$ cat src/rtl/hilo_unit.sv
// rtl/hilo_unit.sv - HI/LO multiply-divide unit with sequential shift-add multiply and restoring divide
// One operand-load cycle, 32 iteration cycles and one sign-fix cycle per operation.

module hilo_unit (
   input  logic        clk,
   input  logic        reset,
   input  logic        start,
   input  logic [3:0]  alu_control,
   input  logic [31:0] op1,
   input  logic [31:0] op2,
   input  logic        mthi,
   input  logic        mtlo,
   input  logic [31:0] wdata,
   output logic [31:0] high,
   output logic [31:0] low,
   output logic        busy
);

   localparam logic [3:0] OP_MULT  = 4'b0000;
   localparam logic [3:0] OP_MULTU = 4'b1001;
   localparam logic [3:0] OP_DIV   = 4'b1101;
   localparam logic [3:0] OP_DIVU  = 4'b1100;

   typedef enum logic [1:0] {IDLE, MUL, DIV, FIX} state_t;

   state_t      state;
   logic [5:0]  count;
   logic        loaded;
   logic        is_div;
   logic        neg_q;
   logic        neg_r;
   logic        div_zero;
   logic [31:0] orig_a;
   logic [31:0] mag_a;
   logic [31:0] mag_b;
   logic [63:0] acc;
   logic [32:0] rem;
   logic [31:0] quo;

   logic        code_valid;
   logic        code_signed;
   logic        code_div;
   logic [32:0] mul_sum;
   logic [32:0] div_shift;
   logic [32:0] div_diff;
   logic [63:0] prod_fix;
   logic [31:0] quo_fix;
   logic [31:0] rem_fix;

   always_comb begin
      code_valid  = (alu_control == OP_MULT) || (alu_control == OP_MULTU) ||
                    (alu_control == OP_DIV)  || (alu_control == OP_DIVU);
      code_signed = (alu_control == OP_MULT) || (alu_control == OP_DIV);
      code_div    = (alu_control == OP_DIV)  || (alu_control == OP_DIVU);
   end

   // Multiplier bits sit in acc[31:0] and drain out of the bottom as the product fills in.
   always_comb begin
      mul_sum   = {1'b0, acc[63:32]} + (acc[0] ? {1'b0, mag_a} : 33'd0);
      div_shift = {rem[31:0], quo[31]};
      div_diff  = div_shift - {1'b0, mag_b};
   end

   always_comb begin
      prod_fix = neg_q ? (64'd0 - acc) : acc;
      quo_fix  = neg_q ? (32'd0 - quo) : quo;
      rem_fix  = neg_r ? (32'd0 - rem[31:0]) : rem[31:0];
   end

   always_ff @(posedge clk) begin
      if (reset) begin
         state    <= IDLE;
         count    <= 6'd0;
         loaded   <= 1'b0;
         is_div   <= 1'b0;
         neg_q    <= 1'b0;
         neg_r    <= 1'b0;
         div_zero <= 1'b0;
         orig_a   <= 32'd0;
         mag_a    <= 32'd0;
         mag_b    <= 32'd0;
         acc      <= 64'd0;
         rem      <= 33'd0;
         quo      <= 32'd0;
         high     <= 32'd0;
         low      <= 32'd0;
         busy     <= 1'b0;
      end else begin
         case (state)
            IDLE: begin
               if (start && code_valid) begin
                  orig_a   <= op1;
                  mag_a    <= (code_signed && op1[31]) ? (32'd0 - op1) : op1;
                  mag_b    <= (code_signed && op2[31]) ? (32'd0 - op2) : op2;
                  neg_q    <= code_signed && (op1[31] ^ op2[31]);
                  neg_r    <= code_signed && op1[31];
                  div_zero <= (op2 == 32'd0);
                  is_div   <= code_div;
                  count    <= 6'd0;
                  loaded   <= 1'b0;
                  busy     <= 1'b1;
                  state    <= code_div ? DIV : MUL;
               end else begin
                  if (mthi) high <= wdata;
                  if (mtlo) low  <= wdata;
               end
            end
            MUL: begin
               if (!loaded) begin
                  acc    <= {32'd0, mag_b};
                  loaded <= 1'b1;
               end else begin
                  acc   <= {mul_sum, acc[31:1]};
                  count <= count + 6'd1;
                  if (count == 6'd31) state <= FIX;
               end
            end
            DIV: begin
               if (!loaded) begin
                  rem    <= 33'd0;
                  quo    <= mag_a;
                  loaded <= 1'b1;
               end else begin
                  // Restoring step: keep the subtraction only when it does not go negative.
                  if (!div_diff[32]) begin
                     rem <= div_diff;
                     quo <= {quo[30:0], 1'b1};
                  end else begin
                     rem <= div_shift;
                     quo <= {quo[30:0], 1'b0};
                  end
                  count <= count + 6'd1;
                  if (count == 6'd31) state <= FIX;
               end
            end
            FIX: begin
               if (is_div) begin
                  if (div_zero) begin
                     high <= orig_a;
                     low  <= 32'hFFFF_FFFF;
                  end else begin
                     high <= rem_fix;
                     low  <= quo_fix;
                  end
               end else begin
                  high <= prod_fix[63:32];
                  low  <= prod_fix[31:0];
               end
               count  <= 6'd0;
               loaded <= 1'b0;
               busy   <= 1'b0;
               state  <= IDLE;
            end
            default: state <= IDLE;
         endcase
      end
   end

endmodule

$ cat config.mk
export PLATFORM = sky130hd
export DESIGN_NAME = hilo_unit
export DESIGN_NICKNAME = d
export VERILOG_FILES = /design/src/rtl/hilo_unit.sv
export SDC_FILE = /design/constraint.sdc
export NUM_CORES = 1
export LEC_CHECK = 0
export CAP_MARGIN = 0
export CORE_MARGIN = 1
export CORE_UTILIZATION = 45
export DETAILED_ROUTE_END_ITERATION = 12
export MAX_ROUTING_LAYER = met4
export PLACE_DENSITY = 0.69
export RECOVER_POWER = 100
export SLEW_MARGIN = 10
export SYNTH_ARGS = -nofsm -noshare
export SYNTH_HDL_FRONTEND = slang
export SYNTH_SLANG_ARGS = --single-unit
$ cat constraint.sdc
create_clock -name clk -period 4.4 [get_ports clk]
set_input_delay 0.66 -clock clk [delete_from_list [all_inputs] [get_ports clk]]
set_output_delay 0.66 -clock clk [all_outputs]
set_load 0.02 [all_outputs]
After elaboration in Yosys (flattened, before gate mapping)
Index checks and enable logic that the tools add are counted.
- register bits after elaboration: 302
- latch bits: 0
- RAM bits: 0
- memory bits (read-only): 0
- output and inout bits: 65
- logic and storage cells: 91
- memories kept: 0
- add/sub/neg operators: 8
- multipliers: 0
- divide/modulo/power cells: 0
- magnitude comparators: 0
- equality and inequality tests: 13
- shift operators: 0
- multiplexer cells: 33
- bitwise logic cells: 1
- reduce and logical (&&, ||, !) cells: 20
- operators by type and width (cell ; count):
    32-bit 2-to-1 mux ; 16
    64-bit 2-to-1 mux ; 2
    32-bit one-hot mux with 2 select lines ; 2
    1-bit by 32-bit subtractor with 32-bit output (first input constant) ; 4
    1-bit by 64-bit subtractor with 64-bit output (first input constant) ; 1
    32-bit by 32-bit adder with 33-bit output ; 1
    33-bit by 32-bit subtractor with 33-bit output ; 1
    32-bit zero test ; 1
    6-bit one-hot mux with 3 select lines ; 1
    4-bit equality test (second input constant) ; 3
    6-bit 2-to-1 mux ; 2
    3-bit AND reduction ; 3
    2-bit 2-to-1 mux ; 4
    2-bit inequality test (second input constant) ; 4
    6-bit by 1-bit adder with 6-bit output (second input constant) ; 1
    6-bit by 5-bit equality test with 1-bit output (second input constant) ; 1
    2-bit one-hot mux with 3 select lines ; 1
    2-bit AND reduction ; 3
    1-bit logical OR ; 5
    2-bit equality test (second input constant) ; 2
    1-bit logical AND ; 4
    4-bit zero test ; 1
    2-bit by 1-bit inequality test with 1-bit output (second input constant) ; 2
    1-bit 2-to-1 mux ; 3
    7 further kinds ; 7

Longest topological paths before layout
Gate-level depths: netlist of run 1.
- depth in word-level cells: 7
- mapped depth: 14

Least setup slack after synthesis of run 1
OpenSTA, ideal clock, no wires.
- path type: flip-flop to flip-flop
- start: register quo[31]
- end: register rem[10]
- setup time: 128 ps
- data arrival time: 3201 ps
- data required time: 4272 ps
- path slack: 1071 ps
- stages on the path, launching flop included: 15
- path buffers: 2
- cell sequence: dfxtp_1 > inv_1 > ha_1 > fa_1 > nor2b_1 > o31a_1 > o21ai_0 > a211oi_1 > o21ai_0 > mux2i_1 > a21o_1 > clkbuf_1 > buf_2 > mux2i_1 > o21ai_0
- word-level cells in the longest chain between the ends: 3
- RTL lines (item ; line ; source):
    start, declared ; 38 ; logic [31:0] quo;
    start signal, assigned ; 121 ; quo <= mag_a;
    start signal, assigned ; 127 ; quo <= {quo[30:0], 1'b1};
    start signal, assigned ; 130 ; quo <= {quo[30:0], 1'b0};
    33-bit by 32-bit subtractor with 33-bit output ; 61 ; div_diff = div_shift - {1'b0, mag_b};
    32-bit 2-to-1 mux ; 125 ; if (!div_diff[32]) begin
    32-bit 2-to-1 mux ; 119 ; if (!loaded) begin
    end signal, assigned ; 126 ; rem <= div_diff;
    end signal, assigned ; 129 ; rem <= div_shift;
    end, declared ; 37 ; logic [32:0] rem;
Every way passes these cells.
A chain may end at the register's enable or synchronous reset.

Final worst setup path of run 1
- start: input port alu_control[2]
- end: register low[30]
- word-level cells in the longest chain between the ends: 7
- elaborated cells between the ends (all ways): 10
- RTL lines (item ; line ; source):
    start, declared ; 8 ; input logic [3:0] alu_control,
    4-bit equality test or 4-bit zero test (tied branches) ; 51 ; code_valid = (alu_control == OP_MULT) || (alu_control == OP_MULTU) ||
    1-bit logical OR (2 in series) ; 51 ;
    1-bit logical OR (*) ; 52 ; (alu_control == OP_DIV) || (alu_control == OP_DIVU);
    1-bit logical AND (*) ; 91 ; if (start && code_valid) begin
    2-bit inequality test (no source line) (*) ; - ;
    3-bit AND reduction (no source line) (*) ; - ;
    end signal, assigned ; 105 ; if (mtlo) low <= wdata;
    end signal, assigned ; 143 ; low <= quo_fix;
    end signal, assigned ; 147 ; low <= prod_fix[31:0];
    end, declared ; 15 ; output logic [31:0] low,
Every way passes the cells marked *; elsewhere a longest branch is shown, timed or not.

==> impl_metrics.ini, run 1 <==
[synthesis]
synth_area_um2 = 20100
synthCells = 2611
synth_edf_count = 0
synth_area_leader_cell = dfxtp_1
yosysMostFrequentCell = dfxtp_1
yosysWarnings = 0
synthSimpleGateAreaFrac_pct = 19.4
ys_ff_latch = 301
yosysSeqAreaShare_pct = 30.0
synth_top_family_by_area = compound AO/OA/AOI/OAI gates
synth_cell_types = 71
synthMuxAreaShare_pct = 5.23
syn-num-nets = 2792
synth_area_leaders = dfxtp_1 30%, nor2_1 5.4%, nand2_1 5.4%
ys.flop_type = dfxtp_1
synth_common_cells = 301 x dfxtp_1, 289 x nor2_1, 287 x nand2_1
synth-adder-area-share_pct = 4.80
syn_area_per_cell_um2 = 7.70
async_reset_ff_share_pct = 0
synth-compound-area-share_pct = 26.3
synth_xor_area_share_pct = 9.58
netlist.area_leader.share_pct = 30.0

[die]
core_area_um2 = 44100
die_w_um = 213
die_h_um = 213
start_util_pct = 45.6
ios = 170
rows = 77
die_area_um2 = 45500

[timing]
tns_ns = 0
worst_pin_slew_ns = 2.72
layout_min_cycle_time_ns = 3.95
fmax_mhz = 253
rsz0062_at_grt = no
drv_slew = 160
max_slew_margin_pct = -81.1
hold_violations = 0
skew_ns = 0.0338
period_share_pct = 89.9
final-setup-viol-count = 0
worst_slack_ns = 0.445

[layout]
final_cell_area_um2 = 23600
drive_gt1_share_pct = 4.70
area_growth_pct = 17.2
layout.cells.non_filler = 3320
fin_nets = 2879

[global_route]
grt_max_degree = 106
antenna_found_initial = 7
grt_pass1_vias = 18784
grt_use_total_pct = 34.8
met1_usage_pct = 47.3
grt_busiest_layer = met2
gr-total-overflow = 0
use_met3_pct = 6.08
grt_pass1_wl_mm = 116
met2_usage_pct = 52.1

[cts]
cts_made_buffers = 37
root_buffer = clkbuf_16
clk_pin_slew_ns = 0.06
htreeDepth = 2
hold_buffers = 0
cts_sinks = 301
cts_resized = 0
post_cts_buffers = 0
cts_tree = done
clock_path_buffers = 3
worst_skew_pair.late_latency_ns = 0.57

[power]
p_total_mw = 11.5
power_leakage_nw = 8.85
peakVddDrop_mv = 0.392
power.density_nw_per_um2 = 487

[route]
wl_mm = 78.5
dr.pass1.iters = 6
via_per_inst = 6.24
drc = 0
drt-wirelength-per-cell_um = 23.6
via_count = 20709
ant_nets = 0
drt-initial-drc-count = 2494

[worst_setup_path]
regToRegSetupSlack_ns = 0.50
critPathMaxFanout = 43
worstSetupPathType = in -> reg
cp-end-kind = register
crit_required_ns = 4.72
cp-start-kind = primary input
reg2regPathDepth = 12
worstPathArrival_ns = 4.28

[status]
violations = capacitance limit, slew limit
outcome = finished with violations

[placement]
io_buffers = 169
place_congestion = 1.04
dp.cells = 3251
pre_cts_ws_ns = 0.619
placed_area_um2 = 22300
dp_hpwl_mm = 60.3

[min_path]
min_path_cells = 2
hold_class = reg -> reg

[run]
max_cap_violations = 4
[placed cells by master (no fill, tap or decap), drive strengths merged, types with 61 or more instances in the layout]
master	netlist	final
ha	74	74
xor2	98	98
dfxtp	301	301
nor2	289	289
mux2i	105	105
xnor2	122	122
nand2	287	287
o21ai	189	189
dlygate4sd3	0	69
a211oi	137	137
a21oi	179	179
clkdlybuf4s50	0	99
inv	80	82
clkbuf	146	61
[flip-flops by register name, indices dropped and copies added, names as in the netlist]
name / flops
is_div: 1
low: 32
mag_a: 31
orig_a: 32
state: 2
busy: 1
neg_q: 1
count: 6
mag_b: 32
quo: 32
rem: 32
neg_r: 1
loaded: 1
div_zero: 1
high: 32
acc: 64
[path summary, 6_finish.rpt]
path,from,endpoint
worst min register to register,orig_a[8]$_SDFFE_PP0P_,orig_a[8]$_SDFFE_PP0P_
worst max-delay path,alu_control[2],low[30]$_SDFFE_PP0P_
worst max register to register,mag_b[2]$_SDFFE_PP0P_,quo[0]$_SDFFE_PP0N_
worst min-delay path,orig_a[8]$_SDFFE_PP0P_,orig_a[8]$_SDFFE_PP0P_
[layout make-up]
| class | count | area (um^2) |
|---|---|---|
| diodes | 4 | 10.0 |
| clock buffers | 52 | 1050 |
| clock inverters | 13 | 223 |
| fillers | 4312 | 20600 |
| inverters | 81 | 304 |
| multi-input cells | 2060 | 13100 |
| flip-flops and latches | 301 | 6030 |
| well taps | 592 | 741 |
| repair buffers | 217 | 2060 |
[routing by layer]
layer  vias up  part of all wire (%)
li1       9617                     -
met1      9869                    43
met2      1087                    44
met3       136                    10
met4         0                   3.1
met5         -                     0
[report_power, final]
| part | total, mW | switching [mW] | internal (mW) |
|---|---|---|---|
| Combinational | 4.23 | 2.55 | 1.68 |
| Clock | 3.28 | 1.25 | 2.02 |
| Sequential | 3.96 | 0.769 | 3.19 |
| Total | 11.5 | 4.57 | 6.90 |
[worst max-delay path: stages]
cell and delay [ns]:
dlygate4sd3_1 0.58, o21ai_0 0.18, a21oi_1 0.12, nor2b_1 0.64, a21o_1 0.22, clkbuf_1 1.41, mux2i_1 0.31, o32ai_1 0.12
[cell families after synthesis]
family,Yosys count
xor gates and xnor gates,220
and+or+nand+nor,857
muxes,105
buffers and inverters,250
AOI/OAI and AO/OA,802
DFF,301
adders and majority gates,76
[stage by stage]
| stage | hold WS, ns | utilization [%] |
|---|---|---|
| 6_report | 0.453 | 53.4 |
| 5_1_grt | 0.485 | 53.4 |
| 3_3_place_gp | 0.443 | 50.6 |
| 2_1_floorplan | 0.431 | - |
| 4_1_cts | 0.454 | 53.5 |
| 3_5_place_dp | 0.446 | 50.6 |
Power figures use the tool's default switching activity.
==> run 2: changes to the inputs <==
Settings changed: DONT_BUFFER_PORTS from default to 1, PLACE_DENSITY 0.69 to 0.64.
==> impl_metrics.ini, run 2 (synthesis gave the netlist of run 1 again) <==
[status]
outcome = finished with violations
violations = capacitance limit, slew limit

[worst_setup_path]
crit_required_ns = 4.86
max_stage_delay_ns = 0.64
regToRegSetupSlack_ns = 0.40
worstSetupPathType = reg -> reg
worstPathArrival_ns = 4.46
reg2regPathDepth = 10
cp-startpoint = acc[20]$_SDFFE_PP0N_
worstSetupPathDepth = 10
slowest_stage = or4_1
crit_end = high[22]$_SDFFE_PP0P_
reg2reg_from = acc[20]$_SDFFE_PP0N_
critPathBufInv = 1
worstPathCellList = or4_1, or4_1, nor4_1, clkbuf_1, nand3_1, o31ai_1, xor2_1, nand2_1, nand3_1, a21oi_1
cp-start-kind = register
critPathMaxFanout = 7
crit_family = simple AND/OR/NAND/NOR gates
cp-end-kind = register
reg2reg_to = high[22]$_SDFFE_PP0P_

[cts]
cts_resized = 0
root_buffer = clkbuf_16
cts_made_buffers = 38
post_cts_buffers = 0
htreeDepth = 2
worst_skew_pair.late_latency_ns = 0.58
hold_buffers = 0
cts_tree = done
clock_path_buffers = 3
clk_pin_slew_ns = 0.06
cts_sinks = 301

[global_route]
antenna_found_initial = 4
grt_pass1_wl_mm = 114
grt_pass1_vias = 17631
grt_max_degree = 257
grt_use_total_pct = 34.6
gr-total-overflow = 0

[layout]
area_growth_pct = 8.63
fin_nets = 2710
final_common_cell = dfxtp_1
fillers = 4412
largest_register_ffs = 64
drive_gt1_share_pct = 5.28
final_cell_mix = 299 x dfxtp_1, 288 x nor2_1, 287 x nand2_1
regMostFlops = acc
layout.cells.non_filler = 3153

[timing]
rsz0062_at_grt = no
hold_violations = 0
worst_pin_slew_ns = 2.56
worst_slack_ns = 0.398
max_slew_margin_pct = -70.6
layout_min_cycle_time_ns = 4.00
period_share_pct = 90.9
tns_ns = 0
skew_ns = 0.0230
final-setup-viol-count = 0
drv_slew = 106
fmax_mhz = 250

[power]
netSwitchingFraction_pct = 40.9
pwr-share-clk_pct = 29.7
p_int_mw = 6.51
seq_power_share_pct = 38.1
p_total_mw = 11.0
peakVddDrop_mv = 0.263
power_switching_mw = 4.51
p_comb_share_pct = 32.1
power_leakage_nw = 8.07
power.density_nw_per_um2 = 505

[die]
ios = 170
start_util_pct = 45.6
die_area_um2 = 45500
die_w_um = 213
rows = 77
core_area_um2 = 44100
die_h_um = 213

[route]
wl_mm = 78.6
dr.pass1.iters = 5
ant_nets = 0
drt-initial-drc-count = 2239
via_per_inst = 6.28
via_count = 19788
drc = 0
drt-wirelength-per-cell_um = 24.9

[placement]
place_congestion = 0.989
dp_hpwl_mm = 60.0
io_buffers = 0
dp.cells = 3081
pre_cts_ws_ns = 0.701

[run]
max_cap_violations = 2

[min_path]
hp-start = reset
hold_class = in -> reg
## run 2: how the worst min path moves through the flow
stage	slack (ns)	end	cells past startpoint
after detailed placement	0.44	orig_a[31]$_SDFFE_PP0P_	2
after global routing	0.16	mag_a[12]$_SDFFE_PP0P_	1
after global placement	0.44	orig_a[26]$_SDFFE_PP0P_	2
after CTS	0.16	acc[43]$_SDFFE_PP0N_	1
final	0.20	mag_a[12]$_SDFFE_PP0P_	1
after floorplan	0.43	orig_a[20]$_SDFFE_PP0P_	2
## run 2: power groups by stage
stage | Clock (mW) | Combinational [mW] | Sequential (mW)
2_1_floorplan | 0 | 2.73 | 3.78
3_5_place_dp | 0 | 3.50 | 4.24
5_1_grt | 3.40 | 3.83 | 4.24
3_3_place_gp | 0 | 3.49 | 4.23
6_report | 3.28 | 3.54 | 4.20
4_1_cts | 3.30 | 3.52 | 4.18
## run 2: metrics by stage
step	utilization, %	cell area [um^2]	hold slack, ns
3_5_place_dp	46.7	20600	0.444
4_1_cts	49.6	21900	0.156
3_3_place_gp	46.7	20600	0.440
6_report	49.5	21800	0.195
2_1_floorplan	-	20100	0.431
5_1_grt	49.5	21800	0.165
## run 2: per-layer routing
metal	global-route usage (%)	vias up	share of wire (%)
met5	-	-	0
met4	9.14	0	2.8
met3	7.53	121	9.1
met2	52.2	851	44
met1	46.4	9507	44
li1	-	9309	-
## run 2: cell type report
class                           instances  area, um^2  share of cell area, %
Antenna cell                            3        7.51                 0.0344
Tap cell                              592         741                   3.39
Clock inverter                         20         211                  0.968
Clock buffer                           49        1060                   4.87
Sequential cell                       301        6030                   27.6
Inverter                               81         304                   1.39
Multi-Input combinational cell       2060       13100                   60.1
Timing Repair Buffer                   47         365                   1.67
## run 2: worst register-to-register path, cell delays in order (launching register included)
cell and delay (ns):
dfxtp_1 0.45, or4_1 0.63, or4_1 0.64, nor4_1 0.33
clkbuf_1 0.40, nand3_1 0.33, o31ai_1 0.31, xor2_1 0.43
nand2_1 0.16, nand3_1 0.13, a21oi_1 0.07
==> run 3: changes to the inputs <==
Settings changed: CTS_CLUSTER_DIAMETER from default to 150.
==> results of run 3 <==
Final layout, timing and power as in run 2 (identical DEF).
